===== config.mk =====
export PLATFORM = sky130hd
export DESIGN_NAME = serial_adder_flat
export DESIGN_NICKNAME = d
export VERILOG_FILES = /design/src/rtl/serial_adder_if.sv /design/src/rtl/serial_adder.sv /design/src/flat_wrapper.sv
export SDC_FILE = /design/constraint.sdc
export NUM_CORES = 1
export LEC_CHECK = 0
export ABC_AREA = 1
export BUFFER_PORTS_ARGS = -buffer_cell sky130_fd_sc_hd__buf_2
export CAP_MARGIN = 0
export CORE_MARGIN = 8
export CORE_UTILIZATION = 40
export CTS_CLUSTER_SIZE = 25
export DETAILED_ROUTE_END_ITERATION = 16
export REMOVE_ABC_BUFFERS = 1
export SLEW_MARGIN = 10
export SYNTH_ARGS = -nofsm -noshare
export SYNTH_HDL_FRONTEND = slang
export SYNTH_SLANG_ARGS = --single-unit

===== constraint.sdc =====
create_clock -name clk -period 2.9 [get_ports clk]
set_input_delay 0.29 -clock clk [delete_from_list [all_inputs] [get_ports clk]]
set_output_delay 0.29 -clock clk [all_outputs]
set_load 0.02 [all_outputs]

===== src/rtl/serial_adder_if.sv =====
// Start/busy/done handshake and operand/result bus of the bit-serial adder.
// The master drives the operands; the slave (the adder) returns the result.
interface serial_adder_if #(
    parameter int WIDTH = 8
);
    logic             start;
    logic [WIDTH-1:0] a;
    logic [WIDTH-1:0] b;
    logic             cin;
    logic             busy;
    logic             done;
    logic [WIDTH-1:0] sum;
    logic             cout;

    modport master (
        output start, a, b, cin,
        input  busy, done, sum, cout
    );

    modport slave (
        input  start, a, b, cin,
        output busy, done, sum, cout
    );
endinterface


===== src/rtl/serial_adder.sv =====
// Bit-serial LSB-first adder: a full adder built from two half adder cells
// plus an OR, with a carry flip-flop closing the loop over WIDTH cycles.
module serial_adder_ha (
    input  logic x,
    input  logic y,
    output logic s,
    output logic c
);
    assign s = x ^ y;
    assign c = x & y;
endmodule

module serial_adder #(
    parameter int WIDTH = 8
) (
    input  logic          clk,
    input  logic          rst_n,
    serial_adder_if.slave bus
);
    localparam int CW = $clog2(WIDTH + 1);

    typedef enum logic [1:0] {
        IDLE = 2'd0,
        RUN  = 2'd1,
        DONE = 2'd2
    } state_t;

    state_t           state;
    logic [WIDTH-1:0] sa;
    logic [WIDTH-1:0] sb;
    logic [WIDTH-1:0] sr;
    logic [WIDTH-1:0] sr_next;
    logic [WIDTH-1:0] msb_s;
    logic [WIDTH-1:0] sum_q;
    logic [CW-1:0]    cnt;
    logic             c;
    logic             cout_q;
    logic             busy_q;
    logic             done_q;
    logic             last;

    logic s0, c0, s, c1, c_next;

    serial_adder_ha u_ha0 (.x(sa[0]), .y(sb[0]), .s(s0), .c(c0));
    serial_adder_ha u_ha1 (.x(s0),    .y(c),     .s(s),  .c(c1));
    assign c_next = c0 | c1;

    // New sum bit enters at the MSB so after WIDTH shifts bit 0 sits at the LSB.
    always_comb begin
        msb_s            = '0;
        msb_s[WIDTH-1]   = s;
        sr_next          = (sr >> 1) | msb_s;
    end

    assign last = (cnt == CW'(WIDTH - 1));

    always_ff @(posedge clk or negedge rst_n) begin
        if (!rst_n) begin
            state  <= IDLE;
            sa     <= '0;
            sb     <= '0;
            sr     <= '0;
            c      <= 1'b0;
            cnt    <= '0;
            sum_q  <= '0;
            cout_q <= 1'b0;
            busy_q <= 1'b0;
            done_q <= 1'b0;
        end else begin
            case (state)
                IDLE, DONE: begin
                    done_q <= 1'b0;
                    if (bus.start) begin
                        sa     <= bus.a;
                        sb     <= bus.b;
                        c      <= bus.cin;
                        sr     <= '0;
                        cnt    <= '0;
                        busy_q <= 1'b1;
                        state  <= RUN;
                    end else begin
                        state  <= IDLE;
                    end
                end
                RUN: begin
                    sa <= sa >> 1;
                    sb <= sb >> 1;
                    sr <= sr_next;
                    c  <= c_next;
                    // Outputs update only here, so they hold the old result during RUN.
                    if (last) begin
                        sum_q  <= sr_next;
                        cout_q <= c_next;
                        busy_q <= 1'b0;
                        done_q <= 1'b1;
                        state  <= DONE;
                    end else begin
                        cnt <= cnt + CW'(1);
                    end
                end
                default: begin
                    state  <= IDLE;
                    busy_q <= 1'b0;
                    done_q <= 1'b0;
                end
            endcase
        end
    end

    assign bus.busy = busy_q;
    assign bus.done = done_q;
    assign bus.sum  = sum_q;
    assign bus.cout = cout_q;
endmodule

===== src/flat_wrapper.sv =====
// flat-port wrapper written by rule: the top's interface ports become plain ports
module serial_adder_flat 
#(
    parameter int WIDTH = 8
)
  (clk, rst_n, bus_start, bus_a, bus_b, bus_cin, bus_busy, bus_done, bus_sum, bus_cout);
  serial_adder_if #(.WIDTH(WIDTH)) bus_i ();
  input  logic clk;
  input  logic rst_n;
  input wire logic [$bits(bus_i.start)-1:0] bus_start;
  input wire logic [$bits(bus_i.a)-1:0] bus_a;
  input wire logic [$bits(bus_i.b)-1:0] bus_b;
  input wire logic [$bits(bus_i.cin)-1:0] bus_cin;
  output wire logic [$bits(bus_i.busy)-1:0] bus_busy;
  output wire logic [$bits(bus_i.done)-1:0] bus_done;
  output wire logic [$bits(bus_i.sum)-1:0] bus_sum;
  output wire logic [$bits(bus_i.cout)-1:0] bus_cout;
  assign bus_i.start = bus_start;
  assign bus_i.a = bus_a;
  assign bus_i.b = bus_b;
  assign bus_i.cin = bus_cin;
  assign bus_busy = bus_i.busy;
  assign bus_done = bus_i.done;
  assign bus_sum = bus_i.sum;
  assign bus_cout = bus_i.cout;
  serial_adder #(.WIDTH(WIDTH)) u_core (.clk(clk), .rst_n(rst_n), .bus(bus_i));
endmodule

* Word-level counts from Yosys, hierarchy flattened
Cells that the tools add are included.
** Operators by class
- $add $sub $neg :: 1
- Eq/ne operators :: 6
- Multiplexer cells :: 19
- Bitwise gates (word level) :: 6
- Reductions and logical operators :: 7
** Operators by type and width (number)
- $pmux W8 S2 :: 3
- $mux W8 :: 3
- $mux W4 :: 2
- $or A7 B8 Y8 :: 1
- $pmux W4 S2 :: 1
- $mux W1 :: 6
- $reduce_and A2 Y1 :: 3
- $add A4 B1 Y4 const B :: 1
- $eq A4 B3 Y1 const B :: 1
- $ne A2 B2 Y1 const B :: 2
- $pmux W1 S2 :: 2
- $pmux W2 S2 :: 1
- $reduce_and A3 Y1 :: 1
- $and A1 B1 Y1 :: 2
- $eq A2 B1 Y1 const B :: 1
- $eq A2 B2 Y1 const B :: 1
- $logic_not A2 Y1 :: 1
- $mux W2 :: 1
- $ne A2 B1 Y1 const B :: 1
- $reduce_bool A2 Y1 :: 1
- $reduce_or A2 Y1 :: 1
- $xor A1 B1 Y1 :: 2
- $or A1 B1 Y1 :: 1
** Word-level totals
- Bits in registers :: 42
- Input bits :: 20

* Depth between registers and ports, before layout
- Depth after elaboration :: 4
- Depth in mapped cells :: 7
- Depth with buffers taken out :: 6

* Cells and area by module
A second synthesis with hierarchy kept.
** Unflattened totals
- Cells, all modules :: 215
- Area, all modules :: 1921.8 µm²
** By module, submodules not included
- serial_adder :: instances 1, cells each 213, area each 1896.8 µm², sequential area each 1001.0 µm²
- serial_adder_ha :: instances 2, cells each 1, area each 12.5 µm², sequential area each 0.0 µm²

* Worst setup path after synthesis
Ideal clock, no wire load.
- Kind :: register -> register
- From :: register u_core.state[1]
- To :: register u_core.sb[4]
- Library setup time :: 0.119 ns
- Arrival :: 1.090 ns
- Data required time :: 2.781 ns
- Path slack :: 1.691 ns
- Cell stages (with the launch flop) :: 7
- Path buffers :: 1
- Cells stage by stage :: dfrtp_1 > inv_2 > nand2_4 > nand2_8 > buf_6 > nand2_1 > o21ai_2
** Between the ends
- Word-level cells in the longest chain between the ends :: 4
- Elaborated cells on any way between the ends :: 8
- Those cells by class :: eq/ne (3); mux (1); reduce/logical (4)
** Ends and longest elaborated chain
- start: declaration :: RTL line serial_adder.sv:28 : state_t state;
- start signal: assignment :: RTL line serial_adder.sv:59 : state <= IDLE;
- start signal: assignment :: RTL line serial_adder.sv:80 : state <= RUN;
- start signal: assignment :: RTL line serial_adder.sv:82 : state <= IDLE;
- $eq A2 B2 Y1 / $logic_not A2 Y1 (equally long branches) :: RTL line serial_adder.sv:70 : case (state)
- $reduce_or A2 Y1 :: RTL line serial_adder.sv:70
- $ne A2 B2 Y1 (no source line) / $reduce_bool A2 Y1 (equally long branches)
- $reduce_and A2 Y1 (no source line)
- end signal: assignment :: RTL line serial_adder.sv:75 : sb <= bus.b;
- end signal: assignment :: RTL line serial_adder.sv:87 : sb <= sb >> 1;
- end: declaration :: RTL line serial_adder.sv:30 : logic [WIDTH-1:0] sb;
Parallel ways exist; a longest one is shown, timed or not.
A chain may end at the register's enable or synchronous reset.

* Final worst setup path
- From :: register u_core.state[0]
- To :: register u_core.sum_q[7], in the netlist u_core.bus.sum[7]
** Between the ends
- Word-level cells in the longest chain between the ends :: 2
** Ends and longest elaborated chain
- $eq A2 B1 Y1 :: RTL line serial_adder.sv:70
- $reduce_and A2 Y1 (no source line)
- end signal: assignment :: RTL line serial_adder.sv:92 : sum_q <= sr_next;
- end: declaration :: RTL line serial_adder.sv:34 : logic [WIDTH-1:0] sum_q;
No other way between the ends.

==> impl.org <==
** Worst setup path
- In this run the worst path has a maximum fanout of 33.
- Crit path buf inv count :: 1
- CP max stage delay :: 0.42 ns
- Measured in cells, the most critical reg-to-reg path has a length of 5.
- Critical R2R Capture :: u_core.bus.sum[7]$_DFFE_PN0P_
- Cells traversed along the worst timing path :: inv_2, nor2_8, nand2_4, nand2_1, o21ai_2
- Kind of capture point of the worst setup path :: flop
- Flop2flop setup slack :: 1.44 ns
- The worst register-to-register path begins at u_core.state[0]$_DFFE_PN0P_.
- Data required time of the worst path :: 3.08 ns
- The worst setup path is launched from a flop.
- STA puts the critical path data arrival time at 1.64 ns.
- Among cell families on the critical path, the largest total delay comes from simple AND/OR/NAND/NOR gates.
- Critical-path cell with the highest stage delay :: sky130_fd_sc_hd__dfrtp_1
- CP Class :: reg -> reg

** Job
- Max-cap violations in this run came to 0.

** Routing
- Routed vias :: 1382
- Routed WL per cell :: 12.27 microns
- DR pass1 iterations :: 4
- Residual DRC :: 0
- The routed design has 3633 microns of wire.
- In this run, the number of DRC markers left after iteration 0 of detailed routing was 59.
- Once detail routing completed, the nets flagged for antenna violations numbered 0.
- Number of vias per cell after detailed routing :: 4.669

** Placed design
- Half-perimeter wire length after placement :: 2450 microns
- Post-Place Cell Area :: 0.002079 sq mm
- Routability cong. :: 0.7510
- Buffers added on ports :: 30

** Synthesis
- Number of flip-flops and latches in the synthesized netlist :: 40
- Cell area after synthesis :: 0.001938 sq mm
- Synth Instances :: 212
- After synthesis, the netlist uses 22 different library cells.
- Sequential area share after synthesis :: 51.65%
- A synthesized cell averages 9.142 sq um.
- The Yosys step of the flow raised 0 warnings.

** GRT
- The first global-routing pass estimated 6306 microns of wire.
- Entering global routing, the biggest net connects 41 pins.
- Global routing consumed, on the met3 layer, 5.444% of the routing resources.
- Global routing used 10.99% of the available tracks across all layers.
- In the global route stage, met1 resource usage came out at 13.22%.
- Most used routing layer :: met2
- The number of antenna violations at the first check in global routing came to 0.
- Total overflow reported by the global router :: 0
- Via count of the first global-routing pass :: 1393
- Global-route track usage on met2 :: 16.57%

** Timing
- For the pin with the worst max-slew slack, the measured transition is 0.8768 ns.
- For the finished layout, the period the worst path requires is 1.459 ns.
- Final slew viol count :: 0
- Dividing the final minimum period by the clock period gives 50.32%.
- Final setup violation count :: 0
- Setup total negative slack on the finished layout was measured at 0 ns.
- Unrepaired setup endpoints after global routing :: false
- The clock arrives with 0.004351 ns of skew.
- The number of endpoints with negative hold slack in the final report was 0.
- Based on the critical path, the design can be clocked at up to 685.3 MHz.
- Max_slew headroom :: 41.55%

** Floorplan
- From left edge to right edge, the die measures 85.61 microns.
- Pin placement for this block handled 31 I/O pins.
- Total Die Area :: 0.007328 sq mm
- The floorplan has 25 rows.
- Initial core utilization :: 41.31%
- The die is 85.61 microns tall.
- Placeable core region :: 0.004692 sq mm

** Pwr
- Static leakage power :: 0.001164 uW
- IR analysis of the VDD net gives a maximum drop of 392.4 uV.
- Dividing total power by cell area gives a power density of 1159 mW/mm^2.

** CTS
- Insertion delay of the later-clocked pin in the worst-skew pair :: 0.29 ns
- CTS placed an instance of sky130_fd_sc_hd__clkbuf_8 at the clock tree root.
- Clock-pin slew was measured on the worst setup and hold paths at 0.07 ns.
- Cts hold-fix bufs :: 0
- The tree built by TritonCTS fans out to 40 sinks.
- The number of clock buffers added by TritonCTS is 5.
- Maximum level of the CTS H-tree :: 2
- TritonCTS built the clock tree.
- Cts repair resizes :: 0
- In this run the post-CTS setup repair buffer count came out at 0.
- Number of buffers between clock root and the deepest sink :: 2

** Final layout
- For this run, the post-layout net count is 264.
- # fillers :: 474
- The post-route netlist has 29.75% of its cells at a drive strength greater than 1.
- Most common cell after layout, fill and taps aside :: sky130_fd_sc_hd__nand2_1
- Number of antenna repair diodes :: 0
- Synthesis-to-layout area growth :: 12.27%
- Leaving out fill and tap cells, the most frequent cells in the layout are sky130_fd_sc_hd__nand2_1 (61), sky130_fd_sc_hd__dfrtp_1 (40), sky130_fd_sc_hd__buf_2 (30), sky130_fd_sc_hd__inv_1 (26), sky130_fd_sc_hd__o21ai_2 (18).
- After routing the design area is 0.002176 sq mm.

** Min path
- The worst hold path belongs to the class in -> async.

** Status
- Run status :: complete, no violations
per-stage QoR:
| step | util [%] | hold slack (ns) | setup WS [ns] | power (uW) | cells |
|---|---|---|---|---|---|
| after floorplan | - | -0.005591 | 1.578 | 1876 | 205 |
| after global placement | 44.32 | 0.4616 | 1.460 | 2128 | 289 |
| after detailed placement | 44.32 | 0.4657 | 1.436 | 2163 | 289 |
| after CTS | 46.37 | 0.1474 | 1.422 | 2574 | 296 |
| after global routing | 46.37 | 0.1888 | 1.290 | 2776 | 296 |
| final | 46.37 | 0.1080 | 1.441 | 2522 | 296 |
cells by family (layout without fill, tap and decap cells):
logic type               after synthesis  after routing  synth area share (%)
AND/OR/NAND/NOR                      101            101                 24.27
flip-flops                            40             40                 51.65
buffers and inverters                 36             66                 9.942
AO/OA/AOI/OAI                         33             33                 12.46
adder cells (fa/ha/maj)                2              2                 1.678
per-layer routing:
layer | routed length [microns] | part of all wire (%)
met1 | 1740 | 48
met4 | 53 | 1.5
met3 | 282 | 7.8
met5 | 0 | 0
met2 | 1557 | 43
how the worst max path moves through the flow:
stage | slack [ns] | startpoint | end | cells past startpoint
CTS | 1.42 | u_core.state[0]$_DFFE_PN0P_ | u_core.bus.sum[7]$_DFFE_PN0P_ | 5
floorplan | 1.58 | u_core.state[1]$_DFFE_PN0P_ | u_core.bus.cout$_DFFE_PN0P_ | 4
detailed placement | 1.44 | u_core.state[0]$_DFFE_PN0P_ | u_core.bus.sum[7]$_DFFE_PN0P_ | 5
global placement | 1.46 | u_core.state[0]$_DFFE_PN0P_ | u_core.bus.sum[0]$_DFFE_PN0P_ | 5
finish | 1.44 | u_core.state[0]$_DFFE_PN0P_ | u_core.bus.sum[7]$_DFFE_PN0P_ | 5
global route | 1.29 | u_core.state[0]$_DFFE_PN0P_ | u_core.bus.sum[7]$_DFFE_PN0P_ | 5
sequential cells by signal, indices dropped and copies added (netlist names):
signal           cells
u_core.bus.cout      1
u_core.sa            8
u_core.sr            7
u_core.bus.sum       8
u_core.cnt           4
u_core.c             1
u_core.bus.busy      1
u_core.sb            8
u_core.state         2
layout make-up:
| cell class | instances | area (sq um) | share of cell area [%] |
|---|---|---|---|
| Sequential cell | 40 | 1001 | 46.00 |
| Clock buffer | 7 | 96.34 | 4.428 |
| Timing Repair Buffer | 30 | 150.1 | 6.901 |
| Multi-Input combinational cell | 136 | 744.5 | 34.22 |
| Tap cell | 54 | 67.56 | 3.105 |
| Inverter | 29 | 116.4 | 5.348 |
report_power, final:
part	total [uW]	switching, uW	leakage, uW	internal (uW)
clock	397	185	0.0000503	212
sequential	959	149	0.000502	810
combinational	1170	757	0.000612	410
worst register-to-register path, stage by stage (launching register included):
cell	delay, ns
sky130_fd_sc_hd__dfrtp_1	0.42
sky130_fd_sc_hd__inv_2	0.11
sky130_fd_sc_hd__nor2_8	0.37
sky130_fd_sc_hd__nand2_4	0.25
sky130_fd_sc_hd__nand2_1	0.14
sky130_fd_sc_hd__o21ai_2	0.06
synthesized netlist by cell type:
cell	number	area share [%]
sky130_fd_sc_hd__nand2_1	61	12
sky130_fd_sc_hd__dfrtp_1	40	52
sky130_fd_sc_hd__inv_1	26	5.0
sky130_fd_sc_hd__o21ai_2	18	8.1
sky130_fd_sc_hd__nor2_1	16	3.1
sky130_fd_sc_hd__nand3_1	9	2.3
sky130_fd_sc_hd__o21ai_1	8	2.1
sky130_fd_sc_hd__nand2_2	7	2.3
sky130_fd_sc_hd__o22ai_1	7	2.3
sky130_fd_sc_hd__buf_4	3	1.2
sky130_fd_sc_hd__buf_6	3	1.7
sky130_fd_sc_hd__nand2_4	3	1.7
sky130_fd_sc_hd__inv_2	2	0.39
sky130_fd_sc_hd__buf_12	1	1.0
sky130_fd_sc_hd__fa_1	1	1.0
sky130_fd_sc_hd__ha_1	1	0.65
sky130_fd_sc_hd__inv_8	1	0.58
sky130_fd_sc_hd__nand2_8	1	1.0
sky130_fd_sc_hd__nand4_1	1	0.32
sky130_fd_sc_hd__nor2_2	1	0.32
sky130_fd_sc_hd__nor2_8	1	1.0
sky130_fd_sc_hd__or2_2	1	0.32
(Power assumes the default switching activity.)
